`src/rtl/matriz_barrido.sv`:
```
// matriz_barrido: row-scanning driver for an 8-row LED matrix.
// A frame snapshot of the row inputs is latched once per frame into a shadow
// buffer. Each row is then shown for PRESCALER cycles, and each row is
// preceded by BLANK_CYCLES of dark time. All outputs depend only on
// registered state.
module matriz_barrido #(
    parameter int DATAWIDTH_BUS = 8,
    parameter int PRESCALER     = 1000,
    parameter int BLANK_CYCLES  = 2
) (
    input  logic                     BARRIDO_CLOCK,
    input  logic                     BARRIDO_RESET,
    input  logic                     BARRIDO_ENABLE_IN,
    input  logic [DATAWIDTH_BUS-1:0] BARRIDO_7_IN,
    input  logic [DATAWIDTH_BUS-1:0] BARRIDO_6_IN,
    input  logic [DATAWIDTH_BUS-1:0] BARRIDO_5_IN,
    input  logic [DATAWIDTH_BUS-1:0] BARRIDO_4_IN,
    input  logic [DATAWIDTH_BUS-1:0] BARRIDO_3_IN,
    input  logic [DATAWIDTH_BUS-1:0] BARRIDO_2_IN,
    input  logic [DATAWIDTH_BUS-1:0] BARRIDO_1_IN,
    input  logic [DATAWIDTH_BUS-1:0] BARRIDO_0_IN,
    output logic [DATAWIDTH_BUS-1:0] BARRIDO_FILA_OUT,
    output logic [DATAWIDTH_BUS-1:0] BARRIDO_COLUMNA_OUT,
    output logic                     BARRIDO_FRAME_OUT
);

    // The port list fixes eight physical rows; the index is 3 bits wide.
    localparam int ROWS = 8;

    localparam logic [15:0] PRESC_LAST = 16'(PRESCALER - 1);
    localparam logic [7:0]  BLANK_LAST = (BLANK_CYCLES > 0) ? 8'(BLANK_CYCLES - 1) : 8'd0;
    localparam bit          HAS_BLANK  = (BLANK_CYCLES > 0);

    typedef enum logic [1:0] {
        IDLE  = 2'd0,
        LOAD  = 2'd1,
        BLANK = 2'd2,
        SHOW  = 2'd3
    } state_t;

    state_t                   state_q, state_d;
    logic [2:0]               index_q, index_d;
    logic [15:0]              presc_cnt_q, presc_cnt_d;
    logic [7:0]               blank_cnt_q, blank_cnt_d;
    logic                     load_en;

    logic [DATAWIDTH_BUS-1:0] row_in   [ROWS];
    logic [DATAWIDTH_BUS-1:0] shadow_q [ROWS];
    logic [DATAWIDTH_BUS-1:0] shadow_d [ROWS];

    assign row_in[0] = BARRIDO_0_IN;
    assign row_in[1] = BARRIDO_1_IN;
    assign row_in[2] = BARRIDO_2_IN;
    assign row_in[3] = BARRIDO_3_IN;
    assign row_in[4] = BARRIDO_4_IN;
    assign row_in[5] = BARRIDO_5_IN;
    assign row_in[6] = BARRIDO_6_IN;
    assign row_in[7] = BARRIDO_7_IN;

    // Control state register: FSM state, row index and the two counters.
    always_ff @(posedge BARRIDO_CLOCK or negedge BARRIDO_RESET) begin
        if (!BARRIDO_RESET) begin
            state_q     <= IDLE;
            index_q     <= 3'd0;
            presc_cnt_q <= 16'd0;
            blank_cnt_q <= 8'd0;
        end else begin
            state_q     <= state_d;
            index_q     <= index_d;
            presc_cnt_q <= presc_cnt_d;
            blank_cnt_q <= blank_cnt_d;
        end
    end

    // Next-state logic: ENABLE low overrides everything, including terminal counts.
    always_comb begin
        state_d     = state_q;
        index_d     = index_q;
        presc_cnt_d = presc_cnt_q;
        blank_cnt_d = blank_cnt_q;
        load_en     = 1'b0;

        if (!BARRIDO_ENABLE_IN) begin
            state_d     = IDLE;
            index_d     = 3'd0;
            presc_cnt_d = 16'd0;
            blank_cnt_d = 8'd0;
        end else begin
            case (state_q)
                IDLE: begin
                    state_d     = LOAD;
                    presc_cnt_d = 16'd0;
                    blank_cnt_d = 8'd0;
                end
                LOAD: begin
                    load_en     = 1'b1;
                    index_d     = 3'd0;
                    presc_cnt_d = 16'd0;
                    blank_cnt_d = 8'd0;
                    state_d     = HAS_BLANK ? BLANK : SHOW;
                end
                BLANK: begin
                    if (blank_cnt_q == BLANK_LAST) begin
                        state_d     = SHOW;
                        blank_cnt_d = 8'd0;
                        presc_cnt_d = 16'd0;
                    end else begin
                        blank_cnt_d = blank_cnt_q + 8'd1;
                    end
                end
                SHOW: begin
                    if (presc_cnt_q == PRESC_LAST) begin
                        presc_cnt_d = 16'd0;
                        blank_cnt_d = 8'd0;
                        if (index_q == 3'd7) begin
                            index_d = 3'd0;
                            state_d = LOAD;
                        end else begin
                            index_d = index_q + 3'd1;
                            state_d = HAS_BLANK ? BLANK : SHOW;
                        end
                    end else begin
                        presc_cnt_d = presc_cnt_q + 16'd1;
                    end
                end
                default: begin
                    state_d = IDLE;
                end
            endcase
        end
    end

    // Shadow buffer: one register per row, written only during LOAD so frames never tear.
    generate
        for (genvar gi = 0; gi < ROWS; gi++) begin : g_shadow
            always_comb begin
                shadow_d[gi] = load_en ? row_in[gi] : shadow_q[gi];
            end

            // Row gi snapshot register.
            always_ff @(posedge BARRIDO_CLOCK or negedge BARRIDO_RESET) begin
                if (!BARRIDO_RESET) begin
                    shadow_q[gi] <= '0;
                end else begin
                    shadow_q[gi] <= shadow_d[gi];
                end
            end
        end
    endgenerate

    // Moore output decode: driven from registered state only.
    always_comb begin
        BARRIDO_FILA_OUT    = '0;
        BARRIDO_COLUMNA_OUT = '0;
        BARRIDO_FRAME_OUT   = 1'b0;
        case (state_q)
            LOAD: begin
                BARRIDO_FRAME_OUT = 1'b1;
            end
            SHOW: begin
                BARRIDO_FILA_OUT    = {{(DATAWIDTH_BUS-1){1'b0}}, 1'b1} << index_q;
                BARRIDO_COLUMNA_OUT = shadow_q[index_q];
            end
            default: begin
                BARRIDO_FILA_OUT    = '0;
            end
        endcase
    end

endmodule

```
`config.mk`:
```
export PLATFORM = sky130hd
export DESIGN_NAME = matriz_barrido
export DESIGN_NICKNAME = d
export VERILOG_FILES = /design/src/rtl/matriz_barrido.sv
export SDC_FILE = /design/constraint.sdc
export NUM_CORES = 1
export LEC_CHECK = 0
export BUFFER_PORTS_ARGS = -buffer_cell sky130_fd_sc_hd__buf_2
export CELL_PAD_IN_SITES_DETAIL_PLACEMENT = 1
export CELL_PAD_IN_SITES_GLOBAL_PLACEMENT = 1
export CORE_MARGIN = 2
export CORE_UTILIZATION = 40
export CTS_CLUSTER_DIAMETER = 120
export DETAILED_ROUTE_END_ITERATION = 12
export GPL_TIMING_DRIVEN = 1
export HOLD_SLACK_MARGIN = 0.02
export PLACE_DENSITY_LB_ADDON = 0.2
export SLEW_MARGIN = 10
export SYNTH_ARGS = -nofsm -noshare
export SYNTH_HDL_FRONTEND = slang
export SYNTH_SLANG_ARGS = --single-unit
```
`constraint.sdc`:
```
create_clock -name BARRIDO_CLOCK -period 1.7 [get_ports BARRIDO_CLOCK]
set_input_delay 0.255 -clock BARRIDO_CLOCK [delete_from_list [all_inputs] [get_ports BARRIDO_CLOCK]]
set_output_delay 0.255 -clock BARRIDO_CLOCK [all_outputs]
set_load 0.03 [all_outputs]
```
# == Word level (Yosys, flattened, before mapping) ==
# Cells that the tools add are included.
# W data, S select, Z words.
# totals
regBits,93
ramBits,0
in_bits,67
elab_cells,55
latch_bits,0
mem_bits_ro,0
mem_count,0
output_inout_bits,17
# op_classes
bitwise_logic,1
multipliers,0
order_cmp,1
n_shift,1
n_addsub,3
muxes,24
n_eq_ne,9
n_div,0
n_reduce_logical,4
# ops
op,n
$mux W8,7
$mux W16,3
$pmux W16 S3,1
$bmux W8 S3,1
$pmux W8 S3,1
$add A16 B1 Y16 const B,1
$eq A16 B10 Y1 const B,1
$mux W3,3
$add A8 B1 Y8 const B,1
$eq A8 B1 Y1 const B,1
$mux W2,4
$pmux W2 S4,1
$shl A1 B3 Y8 const A,1
$ne A3 B3 Y1 const B,2
$pmux W3 S2,1
$eq A2 B2 Y1 const B,2
$ge A4 B4 Y1 const B,1
$not A3 Y4,1
$reduce_and A2 Y1,2
$add A3 B1 Y3 const B,1
$eq A3 B3 Y1 const B,1
$ne A3 B1 Y1 const B,1
$eq A2 B1 Y1 const B,1
$logic_not A2 Y1,1
other kinds (2),3

# == Longest topological paths before layout ==
# Gate-level depths: netlist of run 1.
# logic_depth
depth_word,5
ltp_mapped,8
depth_no_buf,6

# == Least setup slack after synthesis of run 1 ==
# OpenSTA, ideal clock, no wires.
# synth_timing
path_type,register to output
start,reg index_q[0]
end,out BARRIDO_COLUMNA_OUT[0]
path_buffers,2
arrival_time_ps,1662
setup_slack_ps,-217
stages_incl_launch_ff,6
required_time_ps,1445
path_cell_list,dfrtp_1 buf_2 buf_4 mux4_2 nand2_1 a21oi_1
# synth_via
elab_chain_len,5
# synth_rtl
item,line,text
start: declaration,42,"logic [2:0] index_q, index_d;"
start signal: assignment,69,index_q <= index_d;
$not A3 Y4 (not written as such),162,BARRIDO_COLUMNA_OUT = shadow_q[index_q];
$bmux W8 S3,162,
$mux W8 (not written as such) (2 in a row),162,
$mux W8,156,case (state_q)
end: declaration,23,"output logic [DATAWIDTH_BUS-1:0] BARRIDO_COLUMNA_OUT,"
# Every way passes these cells. The select of a mux whose other input is x is not followed.

# == Worst setup path after layout of run 1 ==
# layout_timing
start,reg index_q[0]
end,out BARRIDO_FILA_OUT[3]
# layout_via
elab_chain_len,2
# layout_rtl
item,line,text
$shl A1 B3 Y8,161,"BARRIDO_FILA_OUT = {{(DATAWIDTH_BUS-1){1'b0}}, 1'b1} << index_q;"
$mux W8,156,
end: declaration,22,"output logic [DATAWIDTH_BUS-1:0] BARRIDO_FILA_OUT,"
# Every way passes these cells.

==> results of run 1 <==
-- what timing repair did --
action                     in CTS  in global routing
setup buffers                   1                  7
pin swaps                      17                 15
hold buffers                    1                  0
gates resized for setup        59                 22
hold endpoints to repair       93                  0
cloned                          3                  1
setup endpoints to repair      17                 29
-- power groups by stage --
stage / clock network (mW) / registers [mW] / logic [mW]
floorplan: 0 / 3.24 / 1.45
global placement: 0 / 3.47 / 1.78
detailed placement: 0 / 3.50 / 1.86
CTS: 2.02 / 3.47 / 2.02
global route: 2.11 / 3.54 / 2.18
finish: 1.98 / 3.46 / 2.03
-- stage by stage --
stage	setup TNS [ps]	worst slack [ps]
floorplan	-261.0	-37.60
global placement	-81.76	-30.57
detailed placement	-125.2	-43.14
CTS	-5598	-404.2
global route	-5935	-405.7
finish	-4976	-356.7
-- layout make-up --
class,instances,area [µm²]
Clock inverter,6,50.05
Inverter,5,18.77
Multi-Input combinational cell,253,2392
Fill cell,1197,5175
Clock buffer,10,239.0
Timing Repair Buffer,134,1036
Sequential cell,93,2328
Tap cell,143,178.9
-- synthesized netlist by cell type, types with 2 or more instances --
cell type,count,area [µm²]
a211oi_1,3,22.52
a21o_1,2,15.01
nand2b_1,2,12.51
nor3_1,2,10.01
buf_4,2,15.01
ha_1,9,112.6
nand3_1,9,45.04
and2_1,5,31.28
nor2b_1,2,12.51
inv_1,5,18.77
a31oi_1,11,68.82
a22o_1,2,17.52
clkbuf_1,5,18.77
nand2_1,36,135.1
a21oi_1,16,80.08
xor2_1,2,17.52
a32o_1,2,20.02
nor2_1,6,22.52
dfrtp_1,93,2327
mux2_2,65,732.0
buf_6,4,45.04
mux2i_1,3,30.03
and4_1,3,26.28
buf_2,14,70.07
nand4_1,7,43.79
a41oi_1,3,26.28
and3_1,12,75.07
mux4_2,16,360.4
o21ai_0,17,85.08
-- logic make-up after synthesis --
family                   share of synthesized area
AO/OA/AOI/OAI                              0.08888
XOR/XNOR                                  0.005606
adder cells (fa/ha/maj)                    0.02402
buffers and inverters                      0.03656
flip-flops                                  0.4964
multiplexers                                0.2394
AND/OR/NAND/NOR                             0.1092
-- worst min path at each step --
stage	slack, ps	to	cells after the start	startpoint
global route	130	shadow_q[24]	2	BARRIDO_4_IN[0]
finish	140	shadow_q[43]	2	BARRIDO_2_IN[3]
detailed placement	350	blank_cnt_q[5]	2	BARRIDO_RESET
floorplan	-40	blank_cnt_q[0]	0	BARRIDO_RESET
global placement	350	blank_cnt_q[6]	2	BARRIDO_RESET
CTS	120	shadow_q[29]	2	BARRIDO_4_IN[5]
-- metal layers --
metal  vias to the layer above  track usage  part of all wire
met4                         0      0.04878             0.011
li1                       1637            -                 -
met1                      1820       0.2365              0.40
met5                         -            0                 0
met3                        13      0.05832             0.045
met2                        65       0.3739              0.54
-- registers in the layout, summed over array words and instances (netlist names) --
name and flops:
blank_cnt_q 8, index_q 3, presc_cnt_q 16, shadow_q 64
state_q 2
==> impl_results.md, run 1 <==
* CP bufs+invs at 3
* Final Max Tran Viols at 0
* Min Tclk post-route at ~2000 ps
* Final wirelength at between 10000 and 15000 µm
* Port Buffer Count at 83
* FF-to-FF setup slack at -120 ps
* Finish-stage setup viols at 18
* Drt pass-1 iters at 4
* Worst ir drop on vdd at 800.8 µV
* Layout Nets at 572
* CP max stage delay at 470 ps
* CP Capture Point: BARRIDO_FILA_OUT[3]
* Syn Nets at 453
* Initial antenna violation count at 0
* Die H at 112.3 µm
* Critical path's slowest cell: dfrtp_2
* Number of buffers created by CTS at 9
* Layout Skew at between 7 and 8 ps
* Tot Pwr at 7.465 mW
* Layout area overhead at 33.17%
* Post-Layout Inst Area at 6243 µm²
* Layout cells sized above 1 at 0.5529
* Leakage power at 2.727 nW
* Number of distinct library cells after synthesis at 48
* Nature of the critical path startpoint: flip-flop
* P_int at 5.263 mW
* Yosys warning count at 0
* Clk buf depth at 2
* Number of synthesized flops with an enable pin at 0
* Worst-margin pin slew at 501.8 ps
* Initial core utilization at 0.4106
* Clk_lat worst skew at 350 ps
* Origin of the critical flop-to-flop path: index_q[0]
* CP max FO at 5
* DP HPWL at 8689 µm
* WS Path Type: flip-flop to output pin
* Failing checks: setup timing
* Wire length per cell at 19.39 µm
* Cell count after synthesis at 377
* Vias/cell at 5.489
* Grt ovf at 0
* Number of global-route vias before repair at 3829
* Type of the worst min-delay path: input port to flip-flop
* Most frequent cells in the layout: dfrtp_1 (92), buf_2 (66), mux2_2 (65)
* Clock-pin slew on the worst setup and hold paths at 70 ps
* Final hold slack at 135.1 ps
* CTS H-tree depth at 3
* R2r worst-path depth at 7
* Commonest non-fill, non-tap cell in the layout: dfrtp_1
* Asr flop ratio synth at 1.000
* Post-Synthesis Cell Area at between 4000 and 5000 µm²
* Global-route wire length before repair at ~20000 µm
* Final worst setup slack at -356.7 ps
* Post-layout util at 0.5468
* Largest net degree at the start of global routing at 94
* Final non-filler cell total at 644
* Vias at approximately 3.5k
* Crit path launch: index_q[0]
* Critical Path RT at 1440 ps
* Core area at 11420 µm²
* DRT antenna net count at 0
* GRT Resource Usage Total at 0.2043
* N_diodes at 0
* Post-synthesis register bit count at a little over 90
* Clock power frac at 0.265
* Net Sw Frac at 0.2950
* Critical path arrival at 1800 ps
* Fmax at 0.4862 GHz
* Pwr Density at 1196 nW/µm²
* RSZ-0062 raised after global routing: true
* Net Sw Power at about 2.2 mW
* Final Hold Viols at 0
* Max-cap violations at 0
* Setup crit end kind: output pin
* Mapped Avg Cell Area at about 12 µm²
* Slew margin rel. at 0.6655
* Placed Cells at 615
* I/O Pins at 84
* Part of the cycle the worst path needs at 1.210
* Family with the most delay on the worst path: flip-flops
* Share of power burned in registers at 0.463
* CTS Sinks at 93
* Die width at 112.3 µm
* # DRC at 0
* CTS tree: done
* Status: complete, but fails checks
* Top FF cell, synth: dfrtp_1
* Register area share after synthesis at 0.4964
* Crit path top cell by count: ha_1
* Worst R2R End: index_q[2]
* DP Area at 5568 µm²
* CTS root buf: clkbuf_16
* Stages on worst setup path at 6
* GPL Wtd Cong at roughly 0.83
* Critical Path, Cell by Cell: buf_4 > buf_16 > ha_1 > ha_1 > and3_4 > buf_6
* Die ar. at between 10000 and 15000 µm²
* DRT iter0 DRCs at 148
* Logic pwr share at 0.272
* Num rows at 39
Note: power is estimated with default switching activity, not from simulation.
==> inputs of run 2 (changes only) <==
--- a/config.mk
+++ b/config.mk
@@ -15,6 +15,7 @@
 export GPL_TIMING_DRIVEN = 1
 export HOLD_SLACK_MARGIN = 0.02
 export PLACE_DENSITY_LB_ADDON = 0.2
+export RECOVER_POWER = 50
 export SLEW_MARGIN = 10
 export SYNTH_ARGS = -nofsm -noshare
 export SYNTH_HDL_FRONTEND = slang
==> impl_results.md, run 2 (synthesis gave the netlist of run 1 again) <==
* Clock-pin slew on the worst setup and hold paths at ~70 ps
* Number of global-route vias before repair at 3829
* RSZ-0062 raised after global routing: true
* Number of buffers created by CTS at 9
* CTS H-tree depth at 3
* Critical Path RT at between 1000 and 1500 ps
* Worst-margin pin slew at 845.3 ps
* DP Area at 5568 µm²
* Nature of the critical path startpoint: flip-flop
* Most frequent cells in the layout: dfrtp_1 (92), buf_2 (66), mux2_2 (65)
* Layout Nets at 572
* Setup crit end kind: output pin
* Reg with most FFs: shadow_q
* DP HPWL at about 8700 µm
* Wire length per cell at 19.39 µm
* Failing checks: setup timing
* Core area at 11420 µm²
* Port Buffer Count at 83
* Pwr Density at 1197 nW/µm²
* Die ar. at 12600 µm²
* Drt pass-1 iters at 4
* CTS Sinks at 93
* CP max FO at 5
* Die width at 112.3 µm
* Vias at 3535
* Final Max Tran Viols at 0
* Initial core utilization at 0.4106
* Hold depth at 2
* Critical path arrival at 1800 ps
* Fill cells at 1197
* Tot Pwr at 7.462 mW
* FF-to-FF setup slack at -120 ps
* Max-cap violations at 0
* Grt ovf at 0
* Final wirelength at around 12000 µm
* # DRC at 0
* Clk_lat worst skew at 350 ps
* Num rows at 39
* Layout cells sized above 1 at 0.5529
* GRT Resource Usage Total at 0.2043
* Slew margin rel. at 0.4365
* Post-layout util at 0.5460
* GPL Wtd Cong at between 0.8 and 0.9
* Commonest non-fill, non-tap cell in the layout: dfrtp_1
* WS Path Type: flip-flop to output pin
* Final Hold Viols at 0
* Largest net degree at the start of global routing at 94
* Origin of the critical flop-to-flop path: index_q[0]
* DRT antenna net count at 0
* Top Registers: shadow_q (64), presc_cnt_q (16), blank_cnt_q (8)
* CTS tree: done
* N_diodes at 0
* Die H at 112.3 µm
* Worst R2R End: index_q[2]
* I/O Pins at 84
* R2r worst-path depth at 7
* Type of the worst min-delay path: input port to flip-flop
* CTS root buf: clkbuf_16
* Layout Skew at 7.312 ps
* Initial antenna violation count at 0
* Layout area overhead at 32.99%
* Status: complete, but fails checks
* DRT iter0 DRCs at 146
* Min Tclk post-route at a little over 2000 ps
* Global-route wire length before repair at approximately 20000 µm
* Max reg flops at 64
* Worst ir drop on vdd at 800.8 µV
* Fmax at 0.4862 GHz
* Part of the cycle the worst path needs at 1.210
* Crit path launch: index_q[0]
* Leakage power at about 2.7 nW
* CP Capture Point: BARRIDO_FILA_OUT[3]
* Final worst setup slack at -356.7 ps
* Clk buf depth at 2
* Post-Layout Inst Area at roughly 6200 µm²
* Vias/cell at 5.489
* Finish-stage setup viols at 18
run 2: metrics by stage:
stage          hold slack, ps  setup slack (ps)  cells  setup TNS [ps]
6_report                135.1            -356.7    644           -4976
5_1_grt                 128.1            -405.7    644           -5935
4_1_cts                 123.6            -404.2    636           -5598
3_5_place_dp            350.6            -43.14    615          -125.2
3_3_place_gp            348.9            -30.57    615          -81.76
2_1_floorplan          -40.59            -37.60    377          -261.0
run 2: routing by layer:
| layer | global-route usage | routed length [µm] | up-vias |
|---|---|---|---|
| met2 | 0.3739 | 6786 | 65 |
| met3 | 0.05832 | 564 | 13 |
| li1 | - | - | 1637 |
| met5 | 0 | 0 | - |
| met4 | 0.04878 | 133 | 0 |
| met1 | 0.2365 | 5003 | 1820 |
run 2: critical path: stages (launching register included):
cell     delay, ps
dfrtp_2        470
buf_4          170
buf_16         130
ha_1           210
ha_1           180
and3_4         160
buf_6          130
run 2: worst min-delay path by stage:
stage | from | endpoint | slack (ps)
after detailed placement | BARRIDO_RESET | blank_cnt_q[5] | 350
final | BARRIDO_2_IN[3] | shadow_q[43] | 140
after CTS | BARRIDO_4_IN[5] | shadow_q[29] | 120
after global placement | BARRIDO_RESET | blank_cnt_q[6] | 350
after floorplan | BARRIDO_RESET | blank_cnt_q[0] | -40
after global routing | BARRIDO_4_IN[0] | shadow_q[24] | 130
run 2: area by class of cell:
| type | instances | area [µm²] | share of cell area |
|---|---|---|---|
| flip-flops and latches | 93 | 2328 | 0.3735 |
| well taps | 143 | 178.9 | 0.02870 |
| clock buffers | 10 | 239.0 | 0.03833 |
| repair buffers | 134 | 1027 | 0.1648 |
| inverters | 5 | 18.77 | 0.003010 |
| clock inverters | 6 | 50.05 | 0.008027 |
| multi-input cells | 253 | 2392 | 0.3837 |
run 2: power breakdown:
| group | leakage [nW] | internal, mW | switching [mW] |
|---|---|---|---|
| sequential | 1.15 | 2.98 | 0.481 |
| combinational | 1.44 | 1.23 | 0.796 |
| clock | 0.137 | 1.05 | 0.926 |
run 2: what timing repair did:
item / 4_1_cts / 5_1_grt
endpoints found under the hold margin: 93 / 0
gates resized for setup: 59 / 22
hold buffers: 1 / 0
pin swaps: 17 / 15
gates cloned: 3 / 1
setup buffers: 1 / 7
endpoints found under the setup margin: 17 / 29
